File: src/rtl/arcade_input_dsw.sv
// rtl/arcade_input_dsw.sv - DIP-switch capture, joystick-to-player-byte mapping and coin pulse shaping
module arcade_input_dsw #(
    parameter int         NUM_PLAYERS = 2,
    parameter int         NUM_DSW     = 8,
    parameter logic [7:0] DSW_INDEX   = 8'd254,
    parameter int         COIN_BIT    = 8,
    parameter int         START_BIT   = 9,
    parameter logic [3:0] COIN_FRAMES = 4'd3
) (
    input  logic                     clk_sys,
    input  logic                     reset,
    input  logic                     ioctl_download,
    input  logic                     ioctl_wr,
    input  logic [7:0]               ioctl_index,
    input  logic [26:0]              ioctl_addr,
    input  logic [15:0]              ioctl_dout,
    input  logic                     vblank,
    input  logic [16*NUM_PLAYERS-1:0] joy,
    output logic [8*NUM_DSW-1:0]     dsw,
    output logic                     dsw_valid,
    output logic [8*NUM_PLAYERS-1:0] player,
    output logic [NUM_PLAYERS-1:0]   coin,
    output logic [NUM_PLAYERS-1:0]   start
);

    typedef enum logic [1:0] {
        COIN_IDLE,
        COIN_PULSE,
        COIN_LOCKOUT
    } coin_state_t;

    // DIP bytes survive core reset: the HPS only resends them on a fresh download.
    logic [8*NUM_DSW-1:0] dsw_q       = '1;
    logic                 dsw_valid_q = 1'b0;
    logic                 dsw_we;
    logic                 mask;
    logic                 vb_q;
    logic                 vb_rise;
    logic                 unused_bits;

    assign dsw_we      = ioctl_wr && (ioctl_index == DSW_INDEX) && (ioctl_addr < 27'(NUM_DSW));
    assign mask        = reset || ioctl_download;
    assign vb_rise     = vblank && !vb_q;
    assign unused_bits = ^{ioctl_dout[15:8], joy};
    assign dsw         = dsw_q;
    assign dsw_valid   = dsw_valid_q;

    always_ff @(posedge clk_sys) begin
        for (int n = 0; n < NUM_DSW; n++) begin
            if (dsw_we && ioctl_addr == 27'(n)) begin
                dsw_q[8*n +: 8] <= ioctl_dout[7:0];
            end
        end
        if (dsw_we) begin
            dsw_valid_q <= 1'b1;
        end
    end

    always_ff @(posedge clk_sys) begin
        if (reset) begin
            vb_q <= 1'b0;
        end else begin
            vb_q <= vblank;
        end
    end

    for (genvar p = 0; p < NUM_PLAYERS; p++) begin : g_player
        logic [15:0] j;
        logic [7:0]  player_q;
        logic        start_q;
        logic        coin_q;
        logic        coin_s;
        logic        coin_d;
        logic        coin_rise;
        logic [3:0]  cnt;
        coin_state_t state;

        assign j                 = joy[16*p +: 16];
        assign coin_rise         = coin_s && !coin_d;
        assign player[8*p +: 8]  = player_q;
        assign start[p]          = start_q;
        assign coin[p]           = coin_q;

        always_ff @(posedge clk_sys) begin
            if (mask) begin
                player_q <= 8'hFF;
                start_q  <= 1'b0;
            end else begin
                player_q <= {2'b11, ~j[4], ~j[5], ~j[0], ~j[1], ~j[2], ~j[3]};
                start_q  <= j[START_BIT];
            end
        end

        // Edge history resets high so a button held across reset never counts as a press.
        always_ff @(posedge clk_sys) begin
            if (reset) begin
                coin_s <= 1'b1;
                coin_d <= 1'b1;
            end else begin
                coin_s <= j[COIN_BIT];
                coin_d <= coin_s;
            end
        end

        always_ff @(posedge clk_sys) begin
            if (mask) begin
                state  <= COIN_IDLE;
                cnt    <= COIN_FRAMES;
                coin_q <= 1'b0;
            end else begin
                case (state)
                    COIN_IDLE: begin
                        if (coin_rise) begin
                            state  <= COIN_PULSE;
                            cnt    <= COIN_FRAMES;
                            coin_q <= 1'b1;
                        end
                    end
                    COIN_PULSE: begin
                        if (vb_rise) begin
                            if (cnt == 4'd1) begin
                                state  <= COIN_LOCKOUT;
                                cnt    <= COIN_FRAMES;
                                coin_q <= 1'b0;
                            end else begin
                                cnt <= cnt - 4'd1;
                            end
                        end
                    end
                    COIN_LOCKOUT: begin
                        if (vb_rise) begin
                            if (cnt == 4'd1) begin
                                state <= COIN_IDLE;
                            end else begin
                                cnt <= cnt - 4'd1;
                            end
                        end
                    end
                    default: begin
                        state  <= COIN_IDLE;
                        coin_q <= 1'b0;
                    end
                endcase
            end
        end
    end

endmodule

File: config.mk
export PLATFORM = sky130hd
export DESIGN_NAME = arcade_input_dsw
export DESIGN_NICKNAME = d
export VERILOG_FILES = /design/src/rtl/arcade_input_dsw.sv
export SDC_FILE = /design/constraint.sdc
export NUM_CORES = 1
export LEC_CHECK = 0
export BUFFER_PORTS_ARGS = -buffer_cell sky130_fd_sc_hd__buf_2
export CORE_MARGIN = 8
export CORE_UTILIZATION = 40
export CTS_CLUSTER_DIAMETER = 100
export DETAILED_ROUTE_END_ITERATION = 10
export GPL_ROUTABILITY_DRIVEN = 0
export PLACE_DENSITY = 0.8
export SYNTH_ARGS = -nofsm -noshare
export SYNTH_HDL_FRONTEND = slang
export SYNTH_SLANG_ARGS = --single-unit
File: constraint.sdc
create_clock -name clk_sys -period 2.5 [get_ports clk_sys]
set_clock_uncertainty 0.05 [all_clocks]
set_input_delay 0.125 -clock clk_sys [delete_from_list [all_inputs] [get_ports clk_sys]]
set_output_delay 0.125 -clock clk_sys [all_outputs]
set_load 0.02 [all_outputs]
==> impl_metrics.csv <==
group,metric,value,unit
worst_setup_path,reg2reg_from,"g_player[0].cnt[0]",
sta,rsz0062_at_grt,"false",
grt,grt_max_degree,21,
routing,dr.pass1.iters,4,
clocking,cts_num_sinks,97,
sta,setup_violations,0,
clocking,root_buffer,"clkbuf_8",
logic_synthesis,syn-cell-area,3702,um2
grt,grt_pass1_wl,15170,um
layout,areaGrowthSynthToFinish,36.47,%
floorplan,die_w,112.2,um
logic_synthesis,synth_edf_count,64,
clocking,worstSkewPairLatency,0.35,ns
power_and_ir_drop,vdd_drop_max,0.3518,mV
sta,tightest_slew,0.5322,ns
clocking,clk_pin_slew,0.10,ns
logic_synthesis,post_synth_inst_count,267,
status,run_status,"complete, no violations",
grt,overflow,0,
logic_synthesis,postSynthAreaPerCell,13.87,um2
clocking,cts_buffers,9,
sta,period_needed,1.974,ns
sta,finalMaxSlewViolations,0,
min_path,min_to,"g_player[0].state[0]",
floorplan,pin_count,173,
worst_setup_path,r2r_setup_slack,0.53,ns
sta,fmax,506.6,MHz
clocking,h-tree-depth,3,
min_path,hold_depth,3,
floorplan,die_h,112.2,um
routing,wl,9688,um
worst_setup_path,critPathArrivalTime,2.17,ns
routing,ant_nets,0,
sta,hold_violations,0,
worst_setup_path,worstPathRequired,2.69,ns
clocking,cts_buffer_depth,2,
floorplan,die_area,12590,um2
place,port-buffer-count,143,
floorplan,initial_core_util,0.4065,
worst_setup_path,critPathMaxFanout,9,
power_and_ir_drop,leakagePower,2.044,nW
routing,via_count,2769,
layout,seqCellArea,2582,um2
logic_synthesis,async_flop_share,0,
logic_synthesis,ys_seq_elements,97,
grt,grt_antenna_before_repair,0,
logic_synthesis,netlist-cell-type-count,48,
place,dp_hpwl,6816,um
layout,drive_gt1_frac,0.4053,
worst_setup_path,path_class,"reg -> reg",
logic_synthesis,ys_warn_count,0,
layout,fin_area,5052,um2
worst_setup_path,r2r_end,"g_player[0].coin_q",
floorplan,core,9109,um2
layout,nets,548,
clocking,cts_tree,"yes",
sta,slew_headroom,0.6452,
min_path,min_from,"ioctl_download",
min_path,hold_class,"in -> reg",
layout,multi_input_area,989.7,um2
routing,via_per_inst,4.901,
place,place_area,4547,um2
grt,grt_pass1_vias,2966,
routing,wl_per_cell,17.15,um
routing,drt_iter0_drc,121,
sta,finalCritPeriodShare,0.7896,
floorplan,row_count,35,
worst_setup_path,startpoint_type,"register",
worst_setup_path,worstSetupEndpointType,"register",
run,max_cap_violations,0,
power_and_ir_drop,pwr_density_cell,581.9,nW/um2
sta,tns,0,ns
layout,fillCellCount,730,
routing,drc,0,
grt,grt_use_total,0.1506,
logic_synthesis,yosysSeqAreaShare,0.6975,
worst_setup_path,r2r_cells,5,
clocking,cts_resized,0,
layout,antennaDiodeCount,0,
logic_synthesis,ys.flop_type,"edfxtp_1",
==> layout make-up <==
type	instances	area share
well taps	111	0.02749
repair buffers	182	0.2145
inverters	14	0.01040
clock inverters	7	0.01610
flip-flops and latches	97	0.5111
clock buffers	9	0.02452
multi-input cells	145	0.1959
==> metal layers <==
metal	track usage	vias to the layer above	wire, um
li1	-	1342	-
met1	0.1555	1308	3849
met2	0.2830	108	5105
met3	0.05314	11	674
met4	0.03687	0	59
met5	0	-	0
==> stage by stage <==
step	instances	utilization	setup slack (ns)	hold WS, ns	total power, mW
after global placement	519	0.4992	0.5027	0.2357	1.925
after floorplan	271	-	0.5155	0.1369	1.854
after CTS	565	0.5547	0.5635	0.1300	2.972
final	565	0.5547	0.5260	0.1678	2.940
after detailed placement	519	0.4992	0.4285	0.2420	1.932
after global routing	565	0.5547	0.3673	0.1619	3.063
==> synthesized netlist by cell type (2+ instances only) <==
master	instances	area, um2
a211oi_1	2	15.01
a21o_1	4	30.03
a21oi_1	8	40.04
a32o_1	2	20.02
and2_1	3	18.77
and4_1	2	17.52
buf_2	2	10.01
buf_4	9	67.56
clkbuf_1	4	15.01
dfxtp_1	33	660.6
edfxtp_1	64	1922
ha_1	11	137.6
inv_1	14	52.55
nand2_1	18	67.56
nand2b_1	5	31.28
nand3_1	6	30.03
nand4_1	3	18.77
nor2_1	11	41.29
nor3_1	4	20.02
nor3_2	2	20.02
nor3b_1	5	37.54
nor4_1	2	12.51
o2111ai_1	3	26.28
o211ai_1	4	30.03
o21a_1	4	30.03
o21ai_0	7	35.03
o21ai_1	4	20.02
o221a_2	2	22.52
o221ai_1	3	26.28
o22ai_1	2	12.51
or2_2	5	31.28
or3b_1	2	17.52
or4_4	2	22.52
==> power by group <==
group | internal [mW] | total [mW] | switching (mW)
Clock | 0.400 | 1.00 | 0.605
Sequential | 1.72 | 1.73 | 0.00596
Combinational | 0.101 | 0.209 | 0.109
==> registers in the layout, summed over array words and instances, names as in the netlist <==
name	count
g_player.coin_s	2
g_player.state	4
g_player.coin_q	2
g_player.cnt	8
g_player.coin_d	2
vb_q	1
g_player.start_q	2
dsw	64
g_player.player_q	12
==> worst max path at each step <==
stage                    startpoint            endpoint  slack, ns  depth (start not counted)
2_1_floorplan        ioctl_addr[22]             dsw[10]       0.52                          4
3_3_place_gp         ioctl_addr[22]              dsw[5]       0.50                          6
3_5_place_dp         ioctl_addr[22]             dsw[45]       0.43                          6
4_1_cts        g_player[0].state[0]  g_player[0].cnt[3]       0.56                          6
5_1_grt        g_player[0].state[0]  g_player[0].cnt[3]       0.37                          6
6_report         g_player[0].cnt[0]  g_player[0].coin_q       0.53                          5
==> cells by family after synthesis <==
logic type	after synthesis	share of synthesized area
AND/OR/NAND/NOR	77	0.1247
other	1	0.001013
AO/OA/AOI/OAI	52	0.1004
flip-flops	97	0.6975
buffers and inverters	29	0.03920
adder cells (fa/ha/maj)	11	0.03717
==> repair_timing <==
| action | CTS | global route |
|---|---|---|
| hold endpoints to repair | 74 | 0 |
| hold buffers | 30 | 0 |
| buffers inserted | 0 | 0 |
==> critical path, stage by stage, from the launching register on <==
cell      delay, ns
dfxtp_1        0.41
ha_1           0.16
or3b_1         0.50
o21ai_1        0.27
a31oi_1        0.14
a311oi_1       0.34
==> placed cells by master (no fill, tap or decap), types with 5 or more instances in the layout <==
cell,netlist,routed
nand2_1,18,18
inv_1,14,14
buf_2,2,143
dfxtp_1,33,33
or2_2,5,5
conb_1,1,5
dlygate4sd3_1,0,30
o21ai_0,7,7
buf_4,9,9
nand3_1,6,6
edfxtp_1,64,64
ha_1,11,11
a21oi_1,8,8
nand2b_1,5,5
nor2_1,11,11
clkbuf_8,0,9
nor3b_1,5,5
Power figures use the tool's default switching activity.
